[config.mk]
export PLATFORM = sky130hd
export DESIGN_NAME = mem_port_arbiter
export DESIGN_NICKNAME = d
export VERILOG_FILES = /design/src/rtl/mem_arb_pkg.sv /design/src/rtl/arb_pick.sv /design/src/rtl/mem_port_arbiter.sv
export SDC_FILE = /design/constraint.sdc
export NUM_CORES = 1
export LEC_CHECK = 0
export CORE_MARGIN = 1
export CORE_UTILIZATION = 55
export CTS_CLUSTER_SIZE = 14
export DETAILED_ROUTE_END_ITERATION = 10
export DONT_BUFFER_PORTS = 1
export HOLD_SLACK_MARGIN = 0.02
export PLACE_DENSITY = 0.7
export SLEW_MARGIN = 10
export SYNTH_ARGS = -nofsm -noshare
export SYNTH_HDL_FRONTEND = slang
export SYNTH_SLANG_ARGS = --single-unit
[constraint.sdc]
create_clock -name clk -period 2.6 [get_ports clk]
set_input_delay 0.26 -clock clk [delete_from_list [all_inputs] [get_ports clk]]
set_output_delay 0.26 -clock clk [all_outputs]
set_load 0.05 [all_outputs]
[src/rtl/mem_arb_pkg.sv]
// Shared types for the memory port arbiter: FSM states, transaction owner
// and the wait-counter width.
package mem_arb_pkg;

    localparam int unsigned CNT_W = 3;

    typedef enum logic [1:0] {
        IDLE  = 2'd0,
        ISSUE = 2'd1,
        WAIT  = 2'd2,
        DONE  = 2'd3
    } state_e;

    typedef enum logic {
        OWN_IF = 1'b0,
        OWN_D  = 1'b1
    } owner_e;

endpackage

[src/rtl/arb_pick.sv]
// Grant selection between the fetch and data requesters.
// Ports:
//   if_req, d_req  - pending requests
//   last_grant     - owner of the previous grant (round-robin build only)
//   owner          - selected owner (combinational; meaningful when a req is high)
// Build option ARB_ROUND_ROBIN_EN: alternate on contention; otherwise data wins.
module arb_pick
    import mem_arb_pkg::*;
(
    input  logic   if_req,
    input  logic   d_req,
    input  owner_e last_grant,
    output owner_e owner
);

`ifdef ARB_ROUND_ROBIN_EN
    // On contention hand the port to whoever did not have it last time.
    always_comb begin
        owner = OWN_IF;
        if (if_req && d_req) begin
            owner = (last_grant == OWN_IF) ? OWN_D : OWN_IF;
        end else if (d_req) begin
            owner = OWN_D;
        end
    end
`else
    // Fixed priority: data always wins; last_grant has no role here.
    logic unused_last_grant;
    assign unused_last_grant = last_grant;

    always_comb begin
        owner = OWN_IF;
        if (d_req) begin
            owner = OWN_D;
        end
    end
`endif

endmodule

[src/rtl/mem_port_arbiter.sv]
// Arbitrates one shared memory port between an instruction-fetch requester
// and a data requester. One transaction: IDLE -> ISSUE -> WAIT -> DONE.
// Ports:
//   clk, rst                               - clock, synchronous active-high reset
//   if_req/if_addr/if_ready/if_rdata       - fetch requester
//   d_req/d_we/d_addr/d_wdata/d_ready/d_rdata - data requester
//   mem_addr/mem_re/mem_we/mem_wdata/mem_rdata - shared memory port
//   stall                                  - PC hold (combinational)
//   busy                                   - transaction in flight
// Build option ARB_ROUND_ROBIN_EN: round-robin grant on contention.
module mem_port_arbiter
    import mem_arb_pkg::*;
#(
    parameter int unsigned ADDR_W  = 32,
    parameter int unsigned DATA_W  = 32,
    parameter int unsigned MEM_LAT = 1
) (
    input  logic              clk,
    input  logic              rst,
    input  logic              if_req,
    input  logic [ADDR_W-1:0] if_addr,
    output logic              if_ready,
    output logic [DATA_W-1:0] if_rdata,
    input  logic              d_req,
    input  logic              d_we,
    input  logic [ADDR_W-1:0] d_addr,
    input  logic [DATA_W-1:0] d_wdata,
    output logic              d_ready,
    output logic [DATA_W-1:0] d_rdata,
    output logic [ADDR_W-1:0] mem_addr,
    output logic              mem_re,
    output logic              mem_we,
    output logic [DATA_W-1:0] mem_wdata,
    input  logic [DATA_W-1:0] mem_rdata,
    output logic              stall,
    output logic              busy
);

    state_e             state, state_n;
    owner_e             owner, owner_n, pick;
    owner_e             last_grant;
    logic [CNT_W-1:0]   cnt, cnt_n;
    logic [ADDR_W-1:0]  addr_q, addr_n;
    logic               we_q, we_n;
    logic [DATA_W-1:0]  wdata_q, wdata_n;
    logic [DATA_W-1:0]  if_rdata_n, d_rdata_n;
    logic               grant;

    assign grant = (state == IDLE) && (if_req || d_req);

`ifdef ARB_ROUND_ROBIN_EN
    // Remembers the previous grant so contention alternates.
    always_ff @(posedge clk) begin
        if (rst) begin
            last_grant <= OWN_IF;
        end else if (grant) begin
            last_grant <= pick;
        end
    end
`else
    assign last_grant = OWN_IF;
`endif

    arb_pick u_pick (
        .if_req     (if_req),
        .d_req      (d_req),
        .last_grant (last_grant),
        .owner      (pick)
    );

    // Next-state and latch/capture logic.
    always_comb begin
        state_n    = state;
        owner_n    = owner;
        cnt_n      = cnt;
        addr_n     = addr_q;
        we_n       = we_q;
        wdata_n    = wdata_q;
        if_rdata_n = if_rdata;
        d_rdata_n  = d_rdata;
        case (state)
            IDLE: begin
                if (grant) begin
                    state_n = ISSUE;
                    owner_n = pick;
                    if (pick == OWN_D) begin
                        addr_n  = d_addr;
                        we_n    = d_we;
                        wdata_n = d_wdata;
                    end else begin
                        addr_n  = if_addr;
                        we_n    = 1'b0;
                        wdata_n = '0;
                    end
                end
            end
            ISSUE: begin
                cnt_n   = CNT_W'(MEM_LAT - 1);
                state_n = WAIT;
            end
            WAIT: begin
                if (cnt == '0) begin
                    state_n = DONE;
                    // Writes leave the read-data registers untouched.
                    if (!we_q) begin
                        if (owner == OWN_D) d_rdata_n  = mem_rdata;
                        else                if_rdata_n = mem_rdata;
                    end
                end else begin
                    cnt_n = cnt - CNT_W'(1);
                end
            end
            DONE: begin
                state_n = IDLE;
            end
            default: begin
                state_n = IDLE;
            end
        endcase
    end

    // State and registered outputs; port outputs are decoded from next state
    // so they line up with the state they belong to.
    always_ff @(posedge clk) begin
        if (rst) begin
            state     <= IDLE;
            owner     <= OWN_IF;
            cnt       <= '0;
            addr_q    <= '0;
            we_q      <= 1'b0;
            wdata_q   <= '0;
            if_rdata  <= '0;
            d_rdata   <= '0;
            if_ready  <= 1'b0;
            d_ready   <= 1'b0;
            mem_addr  <= '0;
            mem_wdata <= '0;
            mem_re    <= 1'b0;
            mem_we    <= 1'b0;
            busy      <= 1'b0;
        end else begin
            state     <= state_n;
            owner     <= owner_n;
            cnt       <= cnt_n;
            addr_q    <= addr_n;
            we_q      <= we_n;
            wdata_q   <= wdata_n;
            if_rdata  <= if_rdata_n;
            d_rdata   <= d_rdata_n;
            if_ready  <= (state_n == DONE) && (owner_n == OWN_IF);
            d_ready   <= (state_n == DONE) && (owner_n == OWN_D);
            mem_addr  <= (state_n == ISSUE) ? addr_n  : '0;
            mem_wdata <= (state_n == ISSUE) ? wdata_n : '0;
            mem_re    <= (state_n == ISSUE) && !we_n;
            mem_we    <= (state_n == ISSUE) && we_n;
            busy      <= (state_n != IDLE);
        end
    end

    // PC hold drops only in the cycle the fetch result is delivered.
    assign stall = if_req && !((state == DONE) && (owner == OWN_IF));

endmodule

* After elaboration in Yosys (flattened, before gate mapping)
Cells that the tools add are included.
** Storage, ports and cells
- Bits in registers :: 204
- Input bits :: 133
- Output and inout bits :: 134
** Operators by class
- $add $sub $neg :: 1
- Equality and inequality tests :: 6
- Multiplexer cells :: 17
- Bitwise logic cells :: 4
- Reduce and logical (&&, ||, !) cells :: 18
** Operator list (count)
- 32-bit two-way mux :: 6
- 2-bit case mux with 4 select lines :: 1
- 4-bit AND reduction :: 2
- 1-bit logical AND :: 7
- 2-bit == test, second input constant :: 3
- 1-bit two-way mux :: 6
- 3-bit case mux with 2 select lines :: 1
- 2-bit by 1-bit == test with 1-bit output, second input constant :: 2
- 2-bit two-way mux :: 2
- 1-bit inverter :: 4
- 2-bit nonzero test :: 2
- 3-bit zero test :: 1
- 3-bit two-way mux :: 1
- 3-bit by 1-bit subtractor with 3-bit output, second input constant :: 1
- 1-bit zero test :: 2
- 2-bit zero test :: 1
- 2-bit inequality test, second input constant :: 1
- 2-bit AND reduction :: 1
- 2-bit OR reduction :: 1
- 1-bit logical OR :: 1

* Logic depth before layout (Yosys ltp)
- Word-level depth :: 7
- Mapped depth :: 8
- Mapped depth without buffers :: 5

* Cells and area by module
A second synthesis with hierarchy kept.
** Second synthesis, totals
- Cell total of the unflattened synthesis :: 742
- Area total of the unflattened synthesis :: 7908.8 um^2
** By module, submodules not included
- mem_port_arbiter :: times used 1, cells each 741, area an instance 7901.3 um^2
- arb_pick :: times used 1, cells each 1, area an instance 7.5 um^2

* Worst setup path after synthesis
Ideal clock, no wire load.
- Kind :: input -> output
- Start :: in if_req
- End :: out stall
- Data arrival time :: 1770 ps
- Required time :: 2340 ps
- Slack :: 570 ps
- Cell stages on the path :: 3
- Path buffers :: 2
- Path through :: buf_4 -> clkbuf_1 -> a21boi_0
** Between the ends
- Word-level cells in the longest chain between the ends :: 1
** Ends and longest elaborated chain
- start, declared :: RTL line mem_port_arbiter.sv:20 : input logic if_req,
- 1-bit logical AND :: RTL line mem_port_arbiter.sv:161 : assign stall = if_req && !((state == DONE) && (owner == OWN_IF));
- end, declared :: RTL line mem_port_arbiter.sv:35 : output logic stall,
No other way between the ends.

* Worst setup path after layout
- Start :: reg state[0]
- End :: reg wdata_q[12]
** Between the ends
- Word-level cells in the longest chain between the ends :: 4
** Ends and longest elaborated chain
- start, declared :: RTL line mem_port_arbiter.sv:39 : state_e state, state_n;
- start signal, assigned :: RTL line mem_port_arbiter.sv:142 : state <= state_n;
- 2-bit zero test * :: RTL line mem_port_arbiter.sv:49, mem_port_arbiter.sv:81
- 1-bit logical AND :: RTL line mem_port_arbiter.sv:49 : assign grant = (state == IDLE) && (if_req || d_req);
- 32-bit two-way mux :: RTL line mem_port_arbiter.sv:83 : if (grant) begin
- 32-bit two-way mux * :: RTL line mem_port_arbiter.sv:81 : case (state)
- end signal, assigned :: RTL line mem_port_arbiter.sv:147 : wdata_q <= wdata_n;
- end, declared :: RTL line mem_port_arbiter.sv:45 : logic [DATA_W-1:0] wdata_q, wdata_n;
Mark *: on every way between the ends. The rest lies on a longest branch, timed or not.
A chain may end at the register's enable or synchronous reset.

==> flow_summary_export.csv <==
group,metric,value,unit
pwr,p_sw,4877,µW
synthesis,yosysSeqAreaShare,50.57,%
grt,antenna_found_initial,0,
critical_path,worstSetupPathType,"register to register",
pwr,p_int,7098,µW
grt,grt_usage,23.35,%
placed_design,dp_hpwl,11630,µm
sta,hold_ws,41.69,ps
synthesis,synthCells,778,
synthesis,synth_compound_area_share,9.373,%
drt,wire_per_inst,18.63,µm
cells_and_area,layout_common_cells,"dfxtp_1, nand2b_1, dlygate4sd3_1",
cells_and_area,final_area,9623,µm²
drt,vias,5785,
grt,grt_overflow,0,
drt,drc_errors,0,
clocking,numCtsBuffers,22,
critical_path,worstReg2RegEnd,"wdata_q[12]$_SDFF_PP0_",
placed_design,portBuffers,0,
pwr,clkPwrFrac,27.9,%
cells_and_area,final_cells,1015,
critical_path,crit_fanout,25,
clocking,h-tree-depth,1,
cells_and_area,antenna_cells,0,
die,initial_core_util,57.30,%
synthesis,synth_top_area_share,50.57,%
clocking,cts.sinks,204,
die,die_x,123.2,µm
critical_path,rr_worst_depth,7,
sta,slew_viol_final,0,
critical_path,cp.arrival,2830,ps
pwr,p_per_area,1244,nW/µm²
drt,via_per_inst,5.700,
sta,max_clock_freq,416.5,MHz
placed_design,place_inst,902,
worst_hold_path,hold_depth,3,
placed_design,dpl-instance-area,8043,µm²
synthesis,synth_area_leader_cell,"dfxtp_1",
sta,finClkSkew,10.16,ps
cells_and_area,areaGrowthSynthToFinish,19.15,%
critical_path,r2r-start,"state[0]$_SDFF_PP0_",
placed_design,place.gp.congestion,0.7855,
clocking,clock_path_buffers,3,
critical_path,cp-startpoint,"state[0]$_SDFF_PP0_",
die,io_pins,267,
synthesis,synth_cell_types,40,
die,core,14100,µm²
pwr,ir_worst_vdd,0.9548,mV
synthesis,synthSimpleGateAreaFrac,25.82,%
critical_path,r2r_setup_slack,200,ps
critical_path,start_kind,"register",
job,maxCapViolCount,0,
synthesis,syn_area_per_cell,10.38,µm²
pwr,power.leakage,0.003701,µW
synthesis,synthMuxAreaShare,8.056,%
cells_and_area,fill_cells,1017,
drt,drt_iter0_drc,214,
critical_path,cp-end-kind,"register",
cells_and_area,final_common_cell,"dfxtp_1",
sta,min_period,2401,ps
cells_and_area,drive_gt1_share,8.263,%
sta,rsz0062_at_grt,"no",
cells_and_area,fin_nets,963,
grt,grt_first_pass_wirelength,27810,µm
drt,first_pass_iters,5,
pwr,p_comb_share,24.4,%
synthesis,netlist_area,8076,µm²
synthesis,ys_warn_count,0,
critical_path,cp.required,3030,ps
worst_hold_path,hold_class,"input pin to register",
clocking,clk_pin_slew,60,ps
sta,fin_tns_setup,0,ps
clocking,insertion_delay,490,ps
grt,grt_pass1_vias,5575,
run_status,outcome,"finished clean",
worst_hold_path,holdPathEnd,"d_ready$_SDFF_PP0_",
synthesis,synth_top_family_by_area,"simple AND/OR/NAND/NOR gates",
grt,grt_max_degree,175,
synthesis,synth_xor_xnor_area_share,0,%
worst_hold_path,hp-start,"rst",
synthesis,synth_fa_ha_area_share,1.084,%
drt,wl,18910,µm
pwr,p_seq_share,47.7,%
cells_and_area,register_area,4084,µm²
sta,slew_headroom,25.39,%
sta,finalHoldViolCount,0,
cells_and_area,final_util,68.27,%
clocking,root_buffer,"clkbuf_16",
synthesis,synth-seq-cells,204,
sta,setup_viol,0,
drt,ant_nets,0,
die,die_height,123.2,µm
sta,tightest_slew,1119,ps
die,rows,43,
cells_and_area,multiInputGateArea,3617,µm²
clocking,cts_tree,"done",
sta,timing.final.crit_share,92.34,%
synthesis,synth.area.top_cells,"dfxtp_1, mux2i_1, nand2b_1",
pwr,p_sw_share,40.73,%
die,fp.dieArea,15170,µm²
synthesis,syn_nets,918,
## final cells by class
class,instances,area share (%)
clock inverters,9,1.820
inverters,6,0.2340
well taps,180,2.340
clock buffers,27,6.345
multi-input cells,500,37.59
repair buffers,89,9.232
flip-flops and latches,204,42.44
## flip-flops by register name, indices dropped and copies added (netlist names)
| register | cells |
|---|---|
| if_ready | 1 |
| cnt | 3 |
| state | 2 |
| mem_we | 1 |
| addr_q | 32 |
| mem_addr | 32 |
| d_ready | 1 |
| mem_re | 1 |
| busy | 1 |
| mem_wdata | 32 |
| wdata_q | 32 |
| owner | 1 |
| d_rdata | 32 |
| if_rdata | 32 |
| we_q | 1 |
## what timing repair did
action,in CTS,in global routing
gates resized for setup,0,1
buffers inserted,0,0
hold endpoints to repair,197,0
hold buffers,76,0
endpoints found under the setup margin,0,7
## worst max path at each step
stage                                     endpoint  slack [ps]  cells after the start
after global placement    mem_wdata[29]$_SDFF_PP0_         530                      6
after floorplan                              stall         570                      3
final                       wdata_q[12]$_SDFF_PP0_         200                      7
after detailed placement   mem_addr[11]$_SDFF_PP0_         380                      7
after CTS                      state[0]$_SDFF_PP0_          80                      6
after global routing        wdata_q[12]$_SDFF_PP0_          30                      7
## stage by stage
stage / power, µW / setup WS [ps]
floorplan: 7929 / 570.4
global placement: 8355 / 527.5
detailed placement: 8459 / 378.7
CTS: 12000 / 75.08
global route: 12520 / 30.04
finish: 11980 / 199.1
## power groups by stage
stage          clock network (µW)  registers [µW]  logic (µW)
6_report                     3340            5720        2920
5_1_grt                      3540            5780        3190
4_1_cts                      3400            5720        2880
3_5_place_dp                    0            5780        2680
3_3_place_gp                    0            5780        2580
2_1_floorplan                   0            5620        2310
## Yosys cell counts, drive strengths merged
cell type / n
dfxtp: 204
nand2b: 98
mux2i: 65
nor2b: 63
nor2: 42
buf: 35
o21ai: 35
clkbuf: 34
nor4: 34
a22oi: 33
nor3b: 32
nor4b: 32
o21bai: 32
ha: 7
inv: 6
nor3: 5
a21oi: 4
nand3b: 3
or3: 2
a211oi: 1
a21bo: 1
a21boi: 1
a311o: 1
a32oi: 1
and2: 1
and3b: 1
nand2: 1
nand3: 1
o21a: 1
o2bb2ai: 1
or2: 1
## critical path: stages (launching register included)
cell	delay [ps]
dfxtp_1	410
inv_1	120
ha_1	280
o21ai_2	440
buf_4	320
a22oi_1	110
nor2_1	110
dlygate4sd3_1	550
## logic make-up (layout without fill, tap and decap cells)
logic type      after synthesis  in the layout
compound gates              111            112
fa+ha+maj                     7              7
buf+inv                      75            131
flops                       204            204
mux                          65             65
simple gates                316            316
## per-layer routing
metal | track usage [%] | part of all wire (%) | vias up
met2 | 40.85 | 49 | 230
li1 | - | - | 2788
met5 | 0 | 0 | -
met3 | 7.334 | 9.1 | 35
met1 | 26.31 | 39 | 2732
met4 | 9.187 | 2.8 | 0
Note: power is estimated with default switching activity, not from simulation.
